File: src/rtl/bcd_pkg.sv
// Shared BCD definitions for the countdown timer path: digit width,
// state encoding and a preset validity check.
package bcd_pkg;

    localparam int         BCD_W   = 4;
    localparam logic [3:0] BCD_MAX = 4'd9;

    localparam logic [1:0] ST_IDLE = 2'd0;
    localparam logic [1:0] ST_RUN  = 2'd1;
    localparam logic [1:0] ST_HOLD = 2'd2;

    // True when every one of the low `digits` nibbles of v is 0..9 (up to 16 digits).
    function automatic logic is_valid_bcd(input logic [63:0] v, input int digits);
        logic ok;
        ok = 1'b1;
        for (int i = 0; i < 16; i++) begin
            if ((i < digits) && (v[i*4 +: 4] > BCD_MAX)) begin
                ok = 1'b0;
            end else begin
                ok = ok;
            end
        end
        return ok;
    endfunction

endpackage

File: src/rtl/bcd_digit_dec.sv
// One BCD digit of the decrement chain: 0 with a borrow becomes 9 and
// passes the borrow on to the next digit.
module bcd_digit_dec
    import bcd_pkg::*;
(
    input  logic [BCD_W-1:0] digit_in,
    input  logic             borrow_in,
    output logic [BCD_W-1:0] digit_out,
    output logic             borrow_out
);

    // Decrement when borrowed from, wrapping 0 to 9.
    always_comb begin
        digit_out  = digit_in;
        borrow_out = 1'b0;
        if (borrow_in) begin
            if (digit_in == 4'd0) begin
                digit_out  = BCD_MAX;
                borrow_out = 1'b1;
            end else begin
                digit_out  = digit_in - 4'd1;
                borrow_out = 1'b0;
            end
        end else begin
            digit_out  = digit_in;
            borrow_out = 1'b0;
        end
    end

endmodule

File: src/rtl/bcd_countdown.sv
// Loadable multi-digit BCD down-counter with prescaler, pause and a
// one-cycle done pulse when the count reaches zero.
module bcd_countdown
    import bcd_pkg::*;
#(
    parameter int DIGITS   = 2,
    parameter int PRESCALE = 1
) (
    input  logic                clk,
    input  logic                rst,
    input  logic                load,
    input  logic [4*DIGITS-1:0] preset,
    input  logic                start,
    input  logic                pause,
    output logic [4*DIGITS-1:0] bcd_out,
    output logic                busy,
    output logic                done,
    output logic                err
);

    localparam int            W        = BCD_W * DIGITS;
    localparam int            PW       = (PRESCALE > 1) ? $clog2(PRESCALE) : 1;
    localparam logic [PW-1:0] PRE_LAST = PW'(PRESCALE - 1);

    logic [1:0]    state_q, state_d;
    logic [W-1:0]  cnt_q, cnt_d;
    logic [PW-1:0] pre_q, pre_d;
    logic          busy_q, busy_d;
    logic          done_q, done_d;
    logic          err_q, err_d;

    logic [W-1:0]  dec_s;
    logic [DIGITS:0] borrow_s;
    logic          terminal_s;

    assign borrow_s[0] = 1'b1;

    for (genvar g = 0; g < DIGITS; g++) begin : g_dig
        bcd_digit_dec u_dec (
            .digit_in  (cnt_q[g*BCD_W +: BCD_W]),
            .borrow_in (borrow_s[g]),
            .digit_out (dec_s[g*BCD_W +: BCD_W]),
            .borrow_out(borrow_s[g+1])
        );
    end

    // A borrow out of the top digit would mean wrapping below zero; treat it as terminal too.
    assign terminal_s = (dec_s == '0) || borrow_s[DIGITS];

    // Next-state logic for the IDLE/RUN/HOLD controller and counter.
    always_comb begin
        state_d = state_q;
        cnt_d   = cnt_q;
        pre_d   = pre_q;
        busy_d  = busy_q;
        done_d  = 1'b0;
        err_d   = err_q;
        case (state_q)
            ST_IDLE: begin
                if (load) begin
                    if (is_valid_bcd(64'(preset), DIGITS)) begin
                        cnt_d = preset;
                        err_d = 1'b0;
                    end else begin
                        err_d = 1'b1;
                    end
                end else if (start && !err_q) begin
                    if (cnt_q == '0) begin
                        done_d = 1'b1;
                    end else begin
                        state_d = ST_RUN;
                        busy_d  = 1'b1;
                        pre_d   = '0;
                    end
                end else begin
                    busy_d = 1'b0;
                end
            end
            // Leaving HOLD resumes counting on the same edge, so a pause costs exactly its length.
            ST_RUN, ST_HOLD: begin
                if (pause) begin
                    state_d = ST_HOLD;
                end else if (pre_q != PRE_LAST) begin
                    state_d = ST_RUN;
                    pre_d   = pre_q + PW'(1);
                end else if (terminal_s) begin
                    state_d = ST_IDLE;
                    cnt_d   = '0;
                    pre_d   = '0;
                    busy_d  = 1'b0;
                    done_d  = 1'b1;
                end else begin
                    state_d = ST_RUN;
                    cnt_d   = dec_s;
                    pre_d   = '0;
                end
            end
            default: begin
                state_d = ST_IDLE;
                pre_d   = '0;
                busy_d  = 1'b0;
            end
        endcase
    end

    // State and output registers, cleared asynchronously.
    always_ff @(posedge clk or negedge rst) begin
        if (!rst) begin
            state_q <= ST_IDLE;
            cnt_q   <= '0;
            pre_q   <= '0;
            busy_q  <= 1'b0;
            done_q  <= 1'b0;
            err_q   <= 1'b0;
        end else begin
            state_q <= state_d;
            cnt_q   <= cnt_d;
            pre_q   <= pre_d;
            busy_q  <= busy_d;
            done_q  <= done_d;
            err_q   <= err_d;
        end
    end

    assign bcd_out = cnt_q;
    assign busy    = busy_q;
    assign done    = done_q;
    assign err     = err_q;

endmodule

File: config.mk
export PLATFORM = sky130hd
export DESIGN_NAME = bcd_countdown
export DESIGN_NICKNAME = d
export VERILOG_FILES = /design/src/rtl/bcd_pkg.sv /design/src/rtl/bcd_digit_dec.sv /design/src/rtl/bcd_countdown.sv
export SDC_FILE = /design/constraint.sdc
export NUM_CORES = 1
export LEC_CHECK = 0
export ABC_AREA = 0
export CORE_MARGIN = 3
export CORE_UTILIZATION = 48
export DETAILED_ROUTE_END_ITERATION = 10
export HOLD_SLACK_MARGIN = 0.1
export MAX_ROUTING_LAYER = met4
export PLACE_DENSITY = 0.75
export SLEW_MARGIN = 5
export SYNTH_ARGS = -nofsm -noshare
export SYNTH_HDL_FRONTEND = slang
export SYNTH_HIERARCHICAL = 1
export SYNTH_SLANG_ARGS = --single-unit
File: constraint.sdc
create_clock -name clk -period 3 [get_ports clk]
set_input_delay 0.6 -clock clk [delete_from_list [all_inputs] [get_ports clk]]
set_output_delay 0.6 -clock clk [all_outputs]
set_load 0.03 [all_outputs]
==> run summary, run 1 <==
Max Freq = 416.9 MHz
# DRC = 0
Internal reg-to-reg setup slack = 0.60 ns
Cell Chain, Critical Path = nand2b_4 > nor4_1 > buf_4 > nand2b_4 > or4b_1 > nand2_1 > nor4_1 > a21oi_1 > and2_1 > o221ai_1
CP Data Arrival Time = 2.55 ns
Critical Path Start Type = flop
# resized after CTS = 0
Netlist Area Pre-Place = 959.7 sq um
Crit path max fanout = 6
First-pass GRT wire length = 3670 um
Die area = 2572 sq um
Min setup slack post-route = 0.6013 ns
Largest net degree at the start of global routing = 18
Worst path required time = 3.15 ns
Worst Max-Slew Pin Slew = 0.6242 ns
Layout Utilization = 69.58%
R2r worst-path depth = 10
Area of the core = 1802 sq um
Leakage power = 0.5454 nW
Post-CTS Setup Repair Bufs = 0
Synth area leaders = dfrtp_1 (34%), mux2_2 (9.4%), nand3b_1 (5.5%)
Final setup viols = 0
Inserted Clock Buffers = 3
DR pass1 iterations = 4
Share of layout cells above drive strength 1 = 15.79%
FFs w/ async S/R, synth = 100.0%
Clk buf depth = 2
Top Family by Delay on Critical Path = simple AND/OR/NAND/NOR gates
Register area share after synthesis = 33.90%
Num rows = 15
Hold Crit Class = reg -> reg
Hold Crit Depth = 2
Initial antenna violation count = 0
Vias/cell = 5.563
Clock latency on the worst-skew pair = 0.27 ns
Die Span Y = 50.72 um
Peak VDD IR = 0.5727 mV
CP endpoint kind = flop
Rel. slew slack = 58.26%
EDFF count, synth = 0
CP Buf/Inv Count = 1
Synthesized flop and latch total = 13
Most used DFF post-synth = dfrtp_1
Crit-path slowest cell = or4b_1
Slowest cell delay on critical path = 0.47 ns
WL final = 2204 um
Setup CP Type = reg -> reg
Clock Sinks = 13
Layout Nets = 149
Layout Cells excl Fill = 158
Final setup TNS = 0 ns
Number of global-route vias before repair = 861
Commonest cells in the netlist = dfrtp_1 (13), inv_1 (10), o21ai_0 (10)
Top cell type's share of synthesized area = 33.90%
DR WL/cell = 13.95 um
Clk slew on worst S/H paths = 0.08 ns
Overflow after GRT = 0
IO Pins = 24
Final hold vios = 0
Tot GR Track Use = 19.09%
RSZ-0062 raised after global routing = no
Fin crit period = 2.399 ns
Synth-to-layout area growth = 30.64%
Chip Width = 50.72 um
Status = complete, no violations
CTS tree = built
Routability Congestion = 0.8534
Pre-CTS setup slack = 0.5727 ns
Reg2reg start = bcd_out[0]
Root buffer cell = clkbuf_4
DR iter-0 viols = 13
Dominant cell type by area after synthesis = dfrtp_1
Ant diodes = 0
Cts hold-fix bufs = 0
Post-route clock period utilization = 79.96%
Post-Syn Instances = 106
Max_cap viols = 0
Placed inst area = 1227 sq um
Endpoint, Worst Hold = busy
Slew Viols, Final = 0
Final Instance Area = 1254 sq um
Reg2reg end = busy
HPWL Detailed = 1696 um
Unique masters post-synth = 32
Syn avg cell area = 9.053 sq um
Post-route ant nets = 0
Pwr per Cell Area = 1032 nW/um^2
Synth Warn # = 6
Fin Clk Skew = 0.002366 ns
H-Tree Depth = 1
Initial core utilization = 53.26%
Hold Startpoint = busy
I/O Buffers = 23
Placed cell count = 154
Count leader, synth = dfrtp_1
Routed vias = 879
## worst max-delay path by stage
stage	from	cells after the start	to	slack, ns
after floorplan	bcd_out[0]	9	busy	0.52
after global placement	preset[5]	5	bcd_out[2]	0.59
after detailed placement	preset[5]	5	bcd_out[3]	0.57
after CTS	bcd_out[0]	10	busy	0.59
after global routing	bcd_out[0]	9	bcd_out[3]	0.49
final	bcd_out[0]	10	busy	0.60
## placed cells by master, fill, tap and decap left out
cell	n
clkbuf_1	1
conb_1	2
and2b_1	1
a41oi_1	1
nand3_1	1
dfrtp_1	13
or4_4	2
a21oi_2	1
a21oi_1	5
a32o_1	1
nor3_1	4
mux2_2	8
clkbuf_4	3
nand2b_1	1
o21ai_0	10
nor3b_1	1
clkdlybuf4s50_1	23
nand2b_4	2
o221ai_1	1
nand3b_1	7
o211ai_1	1
nor4_1	4
or4b_1	2
inv_1	10
ha_1	2
a21o_2	2
xor2_1	4
nor2_1	5
buf_4	2
nand2_1	6
and2_1	2
mux2i_1	2
a22o_1	2
o21ai_2	1
## worst min-delay path: stages (launching register included)
cell and delay [ns]:
dfrtp_1 0.37, o211ai_1 0.10, o221ai_1 0.07
## registers in the layout (all words and copies together) (netlist names)
signal / flops
done: 1
bcd_out: 8
busy: 1
state_q: 2
err: 1
## metrics by stage
stage	hold slack (ns)	power, mW
floorplan	0.3044	0.9283
global placement	0.5542	1.166
detailed placement	0.5733	1.185
CTS	0.5939	1.301
global route	0.6342	1.389
finish	0.5826	1.294
## routing by layer
| metal | up-vias | track usage, % | wire (um) |
|---|---|---|---|
| met5 | - | - | 0 |
| met4 | 0 | 3.587 | 9 |
| met3 | 2 | 5.935 | 80 |
| met2 | 21 | 35.22 | 1180 |
| met1 | 422 | 19.96 | 933 |
| li1 | 434 | - | - |
## cell families (layout without fill, tap and decap cells)
kind of cell | Yosys count | in the layout | synth area share, %
flip-flops | 13 | 13 | 33.90
multiplexers | 10 | 10 | 11.47
AND/OR/NAND/NOR | 38 | 38 | 25.82
other | 1 | 2 | 0.3908
XOR/XNOR | 4 | 4 | 3.650
adder cells (fa/ha/maj) | 2 | 2 | 2.607
buffers and inverters | 13 | 39 | 5.215
AO/OA/AOI/OAI | 25 | 25 | 16.95
## area by class of cell
| class | count | area (sq um) |
|---|---|---|
| Inverter | 10 | 37.54 |
| Clock buffer | 4 | 26.28 |
| Tap cell | 25 | 31.28 |
| Timing Repair Buffer | 25 | 245.2 |
| Sequential cell | 13 | 325.3 |
| Fill cell | 175 | 548.0 |
| Multi-Input combinational cell | 81 | 588.1 |
## where the power goes
group          internal [mW]  switching [mW]  total, mW  leakage [nW]
Sequential             0.252           0.118      0.370         0.161
Combinational          0.387           0.427      0.814         0.369
Clock                 0.0515          0.0586      0.110        0.0150
Total                  0.690           0.603       1.29         0.545
Power figures use the tool's default switching activity.
==> inputs of run 2 (changes only) <==
--- a/config.mk
+++ b/config.mk
@@ -7,11 +7,11 @@
 export LEC_CHECK = 0
 export ABC_AREA = 0
 export CORE_MARGIN = 3
-export CORE_UTILIZATION = 48
+export CORE_UTILIZATION = 43
 export DETAILED_ROUTE_END_ITERATION = 10
 export HOLD_SLACK_MARGIN = 0.1
 export MAX_ROUTING_LAYER = met4
-export PLACE_DENSITY = 0.75
+export PLACE_DENSITY = 0.71
 export SLEW_MARGIN = 5
 export SYNTH_ARGS = -nofsm -noshare
 export SYNTH_HDL_FRONTEND = slang
==> constraint.sdc (replaced) <==
create_clock -name clk -period 2.2 [get_ports clk]
set_input_delay 0.44 -clock clk [delete_from_list [all_inputs] [get_ports clk]]
set_output_delay 0.44 -clock clk [all_outputs]
set_load 0.03 [all_outputs]
==> run summary, run 2 (synthesis gave the netlist of run 1 again) <==
Status = finished, violations left (was complete, no violations)
Failing checks = negative setup slack
Layout Nets = 161 (was 149)
Reg2reg end = busy (unchanged)
Placed inst area = 1300 sq um (was 1227 sq um)
Switching part of the total = 46.04% (was 46.64%)
Slew Viols, Final = 0 (unchanged)
Number of global-route vias before repair = 873 (was 861)
Slowest cell delay on critical path = 0.51 ns (was 0.47 ns)
Commonest non-fill, non-tap cell in the layout = clkdlybuf4s50_1 (unchanged)
Root buffer cell = clkbuf_4 (unchanged)
Clk slew on worst S/H paths = 0.09 ns (was 0.08 ns)
Largest register FFs = 8 (unchanged)
DR pass1 iterations = 4 (unchanged)
Cell Chain, Critical Path = nand2b_4 > nor4_4 > nand2b_4 > or4b_4 > nand2_2 > nor4_2 > a21oi_2 > and2_4 > o221ai_2 (was nand2b_4 > nor4_1 > buf_4 > nand2b_4 > or4b_1 > nand2_1 > nor4_1 > a21oi_1 > and2_1 > o221ai_1)
Clock share of power = 7.7% (was 8.5%)
Num rows = 16 (was 15)
DR WL/cell = 14.03 um (was 13.95 um)
Crit path max fanout = 4 (was 6)
Commonest cells after routing, fill and taps aside = clkdlybuf4s50_1 (23), buf_4 (14), dfrtp_1 (11) (was clkdlybuf4s50_1 (23), dfrtp_1 (13), inv_1 (10), o21ai_0 (10), mux2_2 (8))
CP endpoint kind = flop (unchanged)
R2r worst-path depth = 9 (was 10)
Critical Path Start = bcd_out[0] (unchanged)
CP Data Arrival Time = 2.43 ns (was 2.55 ns)
IO Pins = 24 (unchanged)
Cts hold-fix bufs = 0 (unchanged)
Post-route clock period utilization = 102.9% (was 79.96%)
Final Instance Area = 1410 sq um (was 1254 sq um)
Overflow after GRT = 0 (unchanged)
Die Span Y = 53.24 um (was 50.72 um)
Area of the core = 2042 sq um (was 1802 sq um)
Pwr per Cell Area = 1442 nW/um^2 (was 1032 nW/um^2)
Crit path top cell by count = nand2b_4
Leakage power = 0.6115 nW (was 0.5454 nW)
Final hold vios = 0 (unchanged)
RSZ-0062 raised after global routing = yes (was no)
Max_cap viols = 0 (unchanged)
First-pass GRT wire length = 3877 um (was 3670 um)
CTS tree = built (unchanged)
Rel. slew slack = 58.23% (was 58.26%)
DR iter-0 viols = 23 (was 13)
Worst path required time = 2.36 ns (was 3.15 ns)
Clk buf depth = 2 (unchanged)
Critical path endpoint = busy (unchanged)
Layout Cells excl Fill = 172 (was 158)
Ant diodes = 0 (unchanged)
Placed cell count = 163 (was 154)
Fin Clk Skew = 0.0008925 ns (was 0.002366 ns)
Setup CP Type = reg -> reg (unchanged)
Fin crit period = 2.263 ns (was 2.399 ns)
Max Freq = 441.9 MHz (was 416.9 MHz)
Clock latency on the worst-skew pair = 0.28 ns (was 0.27 ns)
Final setup TNS = -0.1192 ns (was 0 ns)
Pre-CTS setup slack = 0.005714 ns (was 0.5727 ns)
Top Family by Delay on Critical Path = simple AND/OR/NAND/NOR gates (unchanged)
Clock Sinks = 13 (unchanged)
Final setup viols = 2 (was 0)
Vias/cell = 5.407 (was 5.563)
Hold Crit Class = in -> async (was reg -> reg)
WL final = 2413 um (was 2204 um)
Initial antenna violation count = 0 (unchanged)
CP Buf/Inv Count = 0 (was 1)
Routability Congestion = 0.8781 (was 0.8534)
Die area = 2835 sq um (was 2572 sq um)
Critical Path Start Type = flop (unchanged)
Int Pwr = 1.097 mW (was 690.3 uW)
H-Tree Depth = 1 (unchanged)
Tot GR Track Use = 19.53% (was 19.09%)
HPWL Detailed = 1781 um (was 1696 um)
# DRC = 0 (unchanged)
Cell count along the critical path = 9 (was 10)
Initial core utilization = 47.00% (was 53.26%)
Min setup slack post-route = -0.06319 ns (was 0.6013 ns)
Inserted Clock Buffers = 3 (unchanged)
Peak VDD IR = 0.8642 mV (was 0.5727 mV)
Internal reg-to-reg setup slack = -0.06 ns (was 0.60 ns)
Largest net degree at the start of global routing = 14 (was 18)
Final hold slack = 0.5405 ns (was 0.5826 ns)
Routed vias = 930 (was 879)
Share of layout cells above drive strength 1 = 30.34% (was 15.79%)
Chip Width = 53.24 um (was 50.72 um)
Worst Max-Slew Pin Slew = 0.6245 ns (was 0.6242 ns)
Reg2reg start = bcd_out[0] (unchanged)
Synth-to-layout area growth = 46.94% (was 30.64%)
I/O Buffers = 23 (unchanged)
Combinational share of power = 68.5% (was 62.9%)
Post-route ant nets = 0 (unchanged)
Sw Pwr = 936.0 uW (was 603.3 uW)
Sequential share of power = 23.9% (was 28.6%)
Crit-path slowest cell = or4b_4 (was or4b_1)
==> run 2: cell types whose count changed in the layout (fill, tap and decap cells not counted), moves of 2 or more <==
| cell | delta |
|---|---|
| buf_4 | +12 |
| dfrtp_1 | -2 |
| dfrtp_2 | +2 |
| nor4_1 | -4 |
| nor4_2 | +2 |
| nor4_4 | +2 |
==> run 2: area by class of cell <==
cell class / count / area (sq um)
well taps: 27 / 33.78
inverters: 10 / 37.54
fillers: 171 / 631.9
repair buffers: 37 / 335.3
clock buffers: 4 / 26.28
flip-flops and latches: 13 / 327.8
multi-input cells: 81 / 649.4
==> run 2: repair_timing <==
| item | 4_1_cts | 5_1_grt |
|---|---|---|
| gates resized for setup | 0 | 9 |
| pin swaps | 0 | 7 |
| endpoints found under the setup margin | 1 | 2 |
| setup buffers | 0 | 5 |
==> run 2: stage by stage <==
step / utilization [%] / total power [mW]
global route: 69.06 / 2.186
global placement: 63.66 / 1.723
detailed placement: 63.66 / 1.753
floorplan: - / 1.292
finish: 69.06 / 2.033
CTS: 64.95 / 1.916
==> run 2: power groups by stage <==
stage	Clock (mW)	Sequential [mW]	Combinational, mW
after floorplan	0	0.663	0.629
after global placement	0	0.472	1.25
after detailed placement	0	0.481	1.27
final	0.156	0.485	1.39
after global routing	0.172	0.510	1.50
after CTS	0.159	0.477	1.28
==> run 2: per-layer routing <==
metal  wire, um  GRT usage, %  vias to the layer above
li1           -             -                      463
met1       1141         26.25                      440
met2       1145         28.78                       25
met3        124         3.380                        2
met4          2         8.085                        0
met5          0             -                        -
==> run 2: worst min-delay path by stage <==
stage / slack [ns] / to / cells after the start
2_1_floorplan: 0.14 / bcd_out[0] / 0
3_3_place_gp: 0.54 / state_q[1] / 2
3_5_place_dp: 0.56 / state_q[1] / 2
4_1_cts: 0.56 / done / 1
5_1_grt: 0.57 / done / 1
6_report: 0.54 / done / 1
==> inputs of run 3 (changes only) <==
--- a/config.mk
+++ b/config.mk
@@ -6,12 +6,14 @@
 export NUM_CORES = 1
 export LEC_CHECK = 0
 export ABC_AREA = 0
+export ABC_CLOCK_PERIOD_IN_PS = 2800
 export CORE_MARGIN = 3
-export CORE_UTILIZATION = 43
+export CORE_UTILIZATION = 49
 export DETAILED_ROUTE_END_ITERATION = 10
+export DONT_BUFFER_PORTS = 1
 export HOLD_SLACK_MARGIN = 0.1
 export MAX_ROUTING_LAYER = met4
-export PLACE_DENSITY = 0.71
+export PLACE_DENSITY = 0.61
 export SLEW_MARGIN = 5
 export SYNTH_ARGS = -nofsm -noshare
 export SYNTH_HDL_FRONTEND = slang
==> constraint.sdc (replaced) <==
create_clock -name clk -period 2.8 [get_ports clk]
set_input_delay 0.56 -clock clk [delete_from_list [all_inputs] [get_ports clk]]
set_output_delay 0.56 -clock clk [all_outputs]
set_load 0.03 [all_outputs]
==> run summary, run 3 (synthesis gave the netlist of run 1 again) <==
Area of the core = 1783 sq um (was 2042 sq um)
Max_cap viols = 0 (unchanged)
DR WL/cell = 15.63 um (was 14.03 um)
Num rows = 15 (was 16)
Post-CTS Setup Repair Bufs = 0 (unchanged)
Final hold vios = 0 (unchanged)
Final Total Pwr = 1.277 mW (was 2.033 mW)
H-Tree Depth = 1 (unchanged)
Met2 Use GR = 29.35% (was 28.78%)
WL final = 2172 um (was 2413 um)
Placed cell count = 134 (was 163)
Crit path max fanout = 8 (was 4)
Pwr per Cell Area = 1209 nW/um^2 (was 1442 nW/um^2)
Initial core utilization = 53.82% (was 47.00%)
Ant diodes = 0 (unchanged)
Hold Crit Depth = 1
Slew Viols, Final = 0 (unchanged)
Routed vias = 788 (was 930)
Layout Cells excl Fill = 139 (was 172)
Post-route clock period utilization = 87.16% (was 102.9%)
# DRC = 0 (unchanged)
Hold Startpoint = load
Share of layout cells above drive strength 1 = 21.05% (was 30.34%)
Initial antenna violation count = 0 (unchanged)
Number of global-route vias before repair = 805 (was 873)
Routability Congestion = 0.7484 (was 0.8781)
Final setup TNS = 0 ns (was -0.1192 ns)
Met1 Resource Use GR = 26.06% (was 26.25%)
Endpoint, Worst Hold = err
Pre-CTS setup slack = 0.3743 ns (was 0.005714 ns)
Largest net degree at the start of global routing = 18 (was 14)
Reg2reg start = bcd_out[2] (was bcd_out[0])
Overflow after GRT = 0 (unchanged)
Peak VDD IR = 0.6772 mV (was 0.8642 mV)
Setup CP Type = reg -> reg (unchanged)
Clock latency on the worst-skew pair = 0.28 ns (about the same)
Fin Clk Skew = 0.0006652 ns (was 0.0008925 ns)
HPWL Detailed = 1629 um (was 1781 um)
Chip Width = 50.26 um (was 53.24 um)
Synth-to-layout area growth = 10.04% (was 46.94%)
Post-route ant nets = 0 (unchanged)
Critical Path Start = bcd_out[2] (was bcd_out[0])
DR iter-0 viols = 15 (was 23)
Max Freq = 409.8 MHz (was 441.9 MHz)
Leakage power = 0.4758 nW (was 0.6115 nW)
Root buffer cell = clkbuf_4 (unchanged)
Status = complete, no violations (was finished, violations left)
Cts hold-fix bufs = 1 (was 0)
Largest register FFs = 8 (unchanged)
First-pass GRT wire length = 3760 um (was 3877 um)
CP Data Arrival Time = 2.60 ns (was 2.43 ns)
CP endpoint kind = flop (unchanged)
Placed inst area = 1020 sq um (was 1300 sq um)
RSZ-0062 raised after global routing = no (was yes)
Clk buf depth = 2 (unchanged)
CTS tree = built (unchanged)
# resized after CTS = 0 (unchanged)
Internal reg-to-reg setup slack = 0.36 ns (was -0.06 ns)
Critical Path Start Type = flop (unchanged)
Min setup slack post-route = 0.3596 ns (was -0.06319 ns)
Die area = 2526 sq um (was 2835 sq um)
Inserted Clock Buffers = 3 (unchanged)
Clk slew on worst S/H paths = 0.08 ns (was 0.09 ns)
Filler cells = 174 (was 171)
Final hold slack = 0.3974 ns (was 0.5405 ns)
R2r worst-path depth = 9 (unchanged)
Tot GR Track Use = 20.45% (was 19.53%)
Busiest grt layer = met2 (unchanged)
Reg2reg end = busy (unchanged)
Layout Utilization = 59.23% (was 69.06%)
Fin crit period = 2.440 ns (was 2.263 ns)
Final Instance Area = 1056 sq um (was 1410 sq um)
Register area = 325.3 sq um (was 327.8 sq um)
Final setup viols = 0 (was 2)
Die Span Y = 50.26 um (was 53.24 um)
Area of the multi-input gates = 588.1 sq um (was 649.4 sq um)
Commonest non-fill, non-tap cell in the layout = dfrtp_1 (was clkdlybuf4s50_1)
Worst Max-Slew Pin Slew = 0.6236 ns (was 0.6245 ns)
Vias/cell = 5.669 (was 5.407)
Layout Nets = 130 (was 161)
Grt met3 use = 5.341% (was 3.380%)
DR pass1 iterations = 4 (unchanged)
Commonest cells after routing, fill and taps aside = dfrtp_1 (13), inv_1 (10), o21ai_0 (10) (was clkdlybuf4s50_1 (23), buf_4 (14), dfrtp_1 (11))
Rel. slew slack = 58.29% (was 58.23%)
I/O Buffers = 0 (was 23)
Clock Sinks = 13 (unchanged)
Hold Crit Class = in -> reg (was in -> async)
Worst path required time = 2.96 ns (was 2.36 ns)
IO Pins = 24 (unchanged)
run 3: cell types whose count changed in the layout (fill, tap and decap cells not counted), moves of 2 or more:
cell and delta:
dfrtp_1 +2, nor4_1 +4, nor4_4 -2, buf_4 -9
nor4_2 -2, clkdlybuf4s50_1 -23, dfrtp_2 -2
run 3: how the worst max path moves through the flow:
stage,depth (start not counted),to
after floorplan,9,busy
after global placement,9,busy
after detailed placement,9,busy
after CTS,9,busy
after global routing,9,busy
final,9,busy
run 3: final cells by class:
class                           count  share of cell area [%]
Sequential cell                    13                   30.81
Timing Repair Buffer                6                   4.502
Inverter                           10                   3.555
Multi-Input combinational cell     81                   55.69
Tap cell                           25                   2.962
Clock buffer                        4                   2.488
run 3: report_power, final:
group	switching [mW]	internal (mW)
sequential	0.195	0.267
combinational	0.374	0.320
clock	0.0650	0.0553
total	0.635	0.642
run 3: worst max-delay path, stage by stage, from the launching register on:
cell and delay (ns):
dfrtp_1 0.55, nor4_1 0.33, buf_4 0.19, nand2b_4 0.07, or4b_1 0.47, nand2_1 0.09, nor4_1 0.05, a21oi_1 0.27
and2_1 0.17, o221ai_1 0.11
run 3: routing by layer:
| metal | up-vias | routed length, um |
|---|---|---|
| met4 | 0 | 53 |
| met3 | 5 | 130 |
| met1 | 367 | 1023 |
| li1 | 393 | - |
| met5 | - | 0 |
| met2 | 23 | 965 |
